`config.mk`:
```
export PLATFORM = sky130hd
export DESIGN_NAME = wind_light_sched
export DESIGN_NICKNAME = d
export VERILOG_FILES = /design/src/rtl/wind_light_sched.sv
export SDC_FILE = /design/constraint.sdc
export NUM_CORES = 1
export LEC_CHECK = 0
export ABC_AREA = 1
export CAP_MARGIN = 25
export CORE_MARGIN = 5
export CORE_UTILIZATION = 30
export CTS_CLUSTER_DIAMETER = 100
export DETAILED_ROUTE_END_ITERATION = 7
export DONT_BUFFER_PORTS = 1
export GPL_ROUTABILITY_DRIVEN = 0
export PLACE_DENSITY_LB_ADDON = 0.25
export SLEW_MARGIN = 30
export SYNTH_ARGS = -nofsm -noshare
export SYNTH_HDL_FRONTEND = slang
export SYNTH_SLANG_ARGS = --single-unit
```
`constraint.sdc`:
```
create_clock -name clk -period 1.8 [get_ports clk]
set_input_delay 0.36 -clock clk [delete_from_list [all_inputs] [get_ports clk]]
set_output_delay 0.36 -clock clk [all_outputs]
set_load 0.01 [all_outputs]
```
`src/rtl/wind_light_sched.sv`:
```
// Wind-light pattern scheduler: steps a lamp pattern at a fixed tick rate,
// chooses between the panel switches and a remote override, and freezes on hold.
module wind_light_sched #(
  parameter int TICK_DIV = 4,
  parameter int CW       = 16
) (
  input  logic       clk,
  input  logic       reset,
  input  logic [1:0] sw,
  input  logic       hold,
  input  logic       rem_req,
  input  logic [1:0] rem_mode,
  output logic       rem_gnt,
  output logic [2:0] lamps,
  output logic       step,
  output logic [1:0] cur_mode
);

  localparam logic [1:0] ModeCalm  = 2'b00;
  localparam logic [1:0] ModeRight = 2'b01;
  localparam logic [1:0] ModeLeft  = 2'b10;
  localparam logic [1:0] ModeOff   = 2'b11;

  localparam logic [CW-1:0] CntLast = CW'(TICK_DIV - 1);

  typedef enum logic {
    ARB_LOCAL,
    ARB_REMOTE
  } arbState_t;

  logic [1:0]    swMeta_q, swSync_q;
  logic [CW-1:0] cnt_q, cnt_d;
  logic          step_q;
  logic          wrap;
  arbState_t     arb_q;
  logic [1:0]    remLat_q;
  logic [1:0]    curMode_q, curMode_d;
  logic [1:0]    phase_q, phase_d;
  logic [1:0]    phaseLast;
  logic [1:0]    pending;

  assign wrap = !hold && (cnt_q == CntLast);

  // Two-flop synchronizer for the panel switches, which are asynchronous to clk.
  always_ff @(posedge clk) begin
    if (reset) begin
      swMeta_q <= 2'b00;
      swSync_q <= 2'b00;
    end else begin
      swMeta_q <= sw;
      swSync_q <= swMeta_q;
    end
  end

  // Tick counter next state: free-running divider that freezes while hold is high.
  always_comb begin
    cnt_d = cnt_q;
    if (!hold) begin
      cnt_d = (cnt_q == CntLast) ? '0 : cnt_q + 1'b1;
    end
  end

  // Tick counter and the registered one-cycle step pulse that follows each wrap.
  always_ff @(posedge clk) begin
    if (reset) begin
      cnt_q  <= '0;
      step_q <= 1'b0;
    end else begin
      cnt_q  <= cnt_d;
      step_q <= wrap;
    end
  end

  // Remote arbiter: grant on the first edge with a request and latch the mode only then.
  always_ff @(posedge clk) begin
    if (reset) begin
      arb_q    <= ARB_LOCAL;
      remLat_q <= 2'b00;
    end else begin
      case (arb_q)
        ARB_LOCAL: begin
          if (rem_req) begin
            arb_q    <= ARB_REMOTE;
            remLat_q <= rem_mode;
          end
        end
        ARB_REMOTE: begin
          if (!rem_req) begin
            arb_q <= ARB_LOCAL;
          end
        end
        default: arb_q <= ARB_LOCAL;
      endcase
    end
  end

  assign rem_gnt = (arb_q == ARB_REMOTE);
  assign pending = rem_gnt ? remLat_q : swSync_q;

  // Mode and phase next state: switch mode and restart its pattern, or advance the phase.
  always_comb begin
    curMode_d = curMode_q;
    phase_d   = phase_q;
    case (curMode_q)
      ModeCalm:  phaseLast = 2'd1;
      ModeRight: phaseLast = 2'd2;
      ModeLeft:  phaseLast = 2'd2;
      default:   phaseLast = 2'd0;
    endcase
    if (wrap) begin
      if (pending != curMode_q) begin
        curMode_d = pending;
        phase_d   = 2'd0;
      end else begin
        phase_d = (phase_q == phaseLast) ? 2'd0 : phase_q + 2'd1;
      end
    end
  end

  // Mode and phase registers, updated only at step edges.
  always_ff @(posedge clk) begin
    if (reset) begin
      curMode_q <= ModeCalm;
      phase_q   <= 2'd0;
    end else begin
      curMode_q <= curMode_d;
      phase_q   <= phase_d;
    end
  end

  // Lamp pattern lookup from the current mode and phase.
  always_comb begin
    lamps = 3'b000;
    case (curMode_q)
      ModeCalm:  lamps = (phase_q == 2'd0) ? 3'b101 : 3'b010;
      ModeRight: begin
        case (phase_q)
          2'd0:    lamps = 3'b001;
          2'd1:    lamps = 3'b010;
          default: lamps = 3'b100;
        endcase
      end
      ModeLeft: begin
        case (phase_q)
          2'd0:    lamps = 3'b100;
          2'd1:    lamps = 3'b010;
          default: lamps = 3'b001;
        endcase
      end
      ModeOff:   lamps = 3'b000;
      default:   lamps = 3'b000;
    endcase
  end

  assign step     = step_q;
  assign cur_mode = curMode_q;

endmodule

```
==> results.txt <==
Worst Setup Start Kind = flip-flop
GRT Resource Usage Total = 10.7%
Via Count = 1,302
Die X = 82.0 µm
WS Path Type = flip-flop to output port
dpl hpwl = 2380 µm
power consumption = 1.21 mW
routed len/inst = 10.4 µm
final period utilization = 95.8%
syn avg cell area = 6.77 µm²
H-tree depth = 1
number of I/O pins = 15
Critical Path RT = 1440 ps
I/O Buffers = 0
f_max = 0.580 GHz
Worst VDD drop = 0.000380 V
post-DR vias/cell = 4.30
starting density of the core = 30.7%
Max Cap Viol = 0
min-delay worst type = primary input to flip-flop
Nets = 250
clock slew at reported path FFs = 100 ps
DRT iter0 DRCs = 56
crit end category = output port
power density cells = 701 nW/µm²
Final Hold Fails = 0
Clock Sinks = 28
synth unique cells = 24
Layout area overhead = 11.1%
largest net degree at the start of global routing = 17
yosys warns = 0
#FFs+latches synth = 28
outcome = complete, no violations
unrepaired setup endpoints after global routing = false
worst skew pair latency = 280 ps
Synth top area share = 36.0%
crit path max fanout = 3
n_diodes = 0
cell taking the most area after synthesis = dfxtp_1
Slew Limit Fails = 0
mapped cell area = 1560 µm²
leak pwr = 0.751 nW
syn_nets = 246
Filler cells = 586
hold buffer count at cts = 0
TritonCTS buffer count = 3
layout cell share with drive strength beyond 1 = 12.9%
first-pass GRT wire length = 5710 µm
die area = 6730 µm²
Detail Route Antenna Nets = 0
Least-Margin Pin Slew = 324 ps
vias in the first global route = 1,328
Synth area leaders = dfxtp_1 (36%), nand2_1 (13%), nor2_1 (12%)
DRT Pass-1 Iters = 6
CTS tree = yes
worst rel slew slack = 78.3%
Post-Syn Instances = 230
Final setup viols = 0
post-layout min period = 1720 ps
Core Footprint = 5070 µm²
Seq/Total Area, Yosys = 36.0%
# rows = 26
initial antenna violation count = 0
Fin Clk Skew = 2.28 ps
crit path DAT = 1360 ps
CTS Root Cell = clkbuf_8
setup TNS = 0 ps
global route overflow = 0
Die Y = 82.0 µm
residual DRC count = 0
clk buf depth = 2
Routed WL = 3150 µm
==> repair_timing <==
item	4_1_cts	5_1_grt
cloned	0	0
gates resized for setup	11	7
pin swaps	1	2
endpoints found under the hold margin	0	0
endpoints found under the setup margin	3	2
setup buffers	2	0
==> final timing paths <==
check	end	depth (start not counted)	slack, ps	from
max	lamps[0]	6	80	phase_q[0]
min	swSync_q[1]	1	130	reset
max reg2reg	phase_q[1]	10	280	cnt_q[0]
min reg2reg	swSync_q[0]	2	410	swMeta_q[0]
==> metal layers <==
layer / share of wire [%] / vias to the layer above / GRT usage (%)
li1: - / 715 / -
met2: 44 / 13 / 17.5
met5: 0 / - / 0
met1: 53 / 570 / 14.1
met4: 0.99 / 0 / 3.82
met3: 2.4 / 4 / 1.64
==> Yosys cell counts (all sizes together) <==
library cell,n
nand2,54
nor2,54
inv,35
dfxtp,28
nand3,11
ha,8
o21ai,8
nand4,7
a21oi,6
buf,3
nor3,3
xnor2,3
o21bai,2
o22ai,2
or2,2
xor2,2
a21boi,1
o211ai,1
==> logic make-up after synthesis <==
kind of cell,Yosys count,synth area share [%]
xor gates and xnor gates,5,2.81
buffers and inverters,38,10.6
AOI/OAI and AO/OA,20,7.23
DFF,28,36.0
adders and majority gates,8,6.43
and+or+nand+nor,131,36.9
==> placed cells by master (no fill, tap or decap) <==
master and n:
a21boi_0 1, a21oi_1 6, buf_4 2, bufinv_16 1, clkbuf_8 3, dfxtp_1 24, dfxtp_2 3, dfxtp_4 1
ha_1 7, ha_2 1, inv_1 30, inv_2 5, nand2_1 52, nand2_2 1, nand2_4 1, nand3_1 10
nand3_2 1, nand4_1 7, nor2_1 49, nor2_2 2, nor2_4 3, nor3_1 3, o211ai_1 1, o21ai_0 5
o21ai_1 1, o21ai_2 2, o21bai_1 2, o22ai_2 2, or2_2 1, or2_4 1, xnor2_1 3, xor2_1 2
==> report_power, final <==
part           leakage [nW]  switching [mW]  internal, mW
Combinational         0.486          0.0388        0.0235
Clock                0.0357           0.210         0.298
Sequential            0.230          0.0103         0.632
Total                 0.751           0.259         0.953
==> critical path, stage by stage, from the launching register on <==
cell     delay, ps
dfxtp_4        370
inv_2           40
ha_2           170
or2_4          250
o22ai_2         90
nand2_1         80
o21ai_2         90
==> registers in the layout, indices dropped and copies added (netlist names) <==
| signal | cells |
|---|---|
| cnt_q | 16 |
| cur_mode | 2 |
| phase_q | 2 |
| remLat_q | 2 |
| swMeta_q | 2 |
| swSync_q | 2 |
| rem_gnt | 1 |
| step | 1 |
==> stage by stage <==
| stage | instances | area, µm² | setup WS (ps) | util, % | hold WS (ps) |
|---|---|---|---|---|---|
| floorplan | 230 | 1560 | 189 | - | 388 |
| global placement | 297 | 1610 | 125 | 31.7 | 395 |
| detailed placement | 297 | 1610 | 87.4 | 31.7 | 393 |
| CTS | 303 | 1710 | 5.57 | 33.8 | 128 |
| global route | 303 | 1730 | 7.69 | 34.1 | 121 |
| finish | 303 | 1730 | 76.3 | 34.1 | 134 |
==> final cells by class <==
type                            count  area [µm²]  area share [%]
Multi-Input combinational cell    164         856            49.5
Clock buffer                        3        41.3            2.39
Tap cell                           70        87.6            5.07
Clock inverter                      1        30.0            1.74
Sequential cell                    28         568            32.9
Timing Repair Buffer                2        15.0           0.868
Inverter                           35         131            7.60
Note: power is estimated with default switching activity, not from simulation.
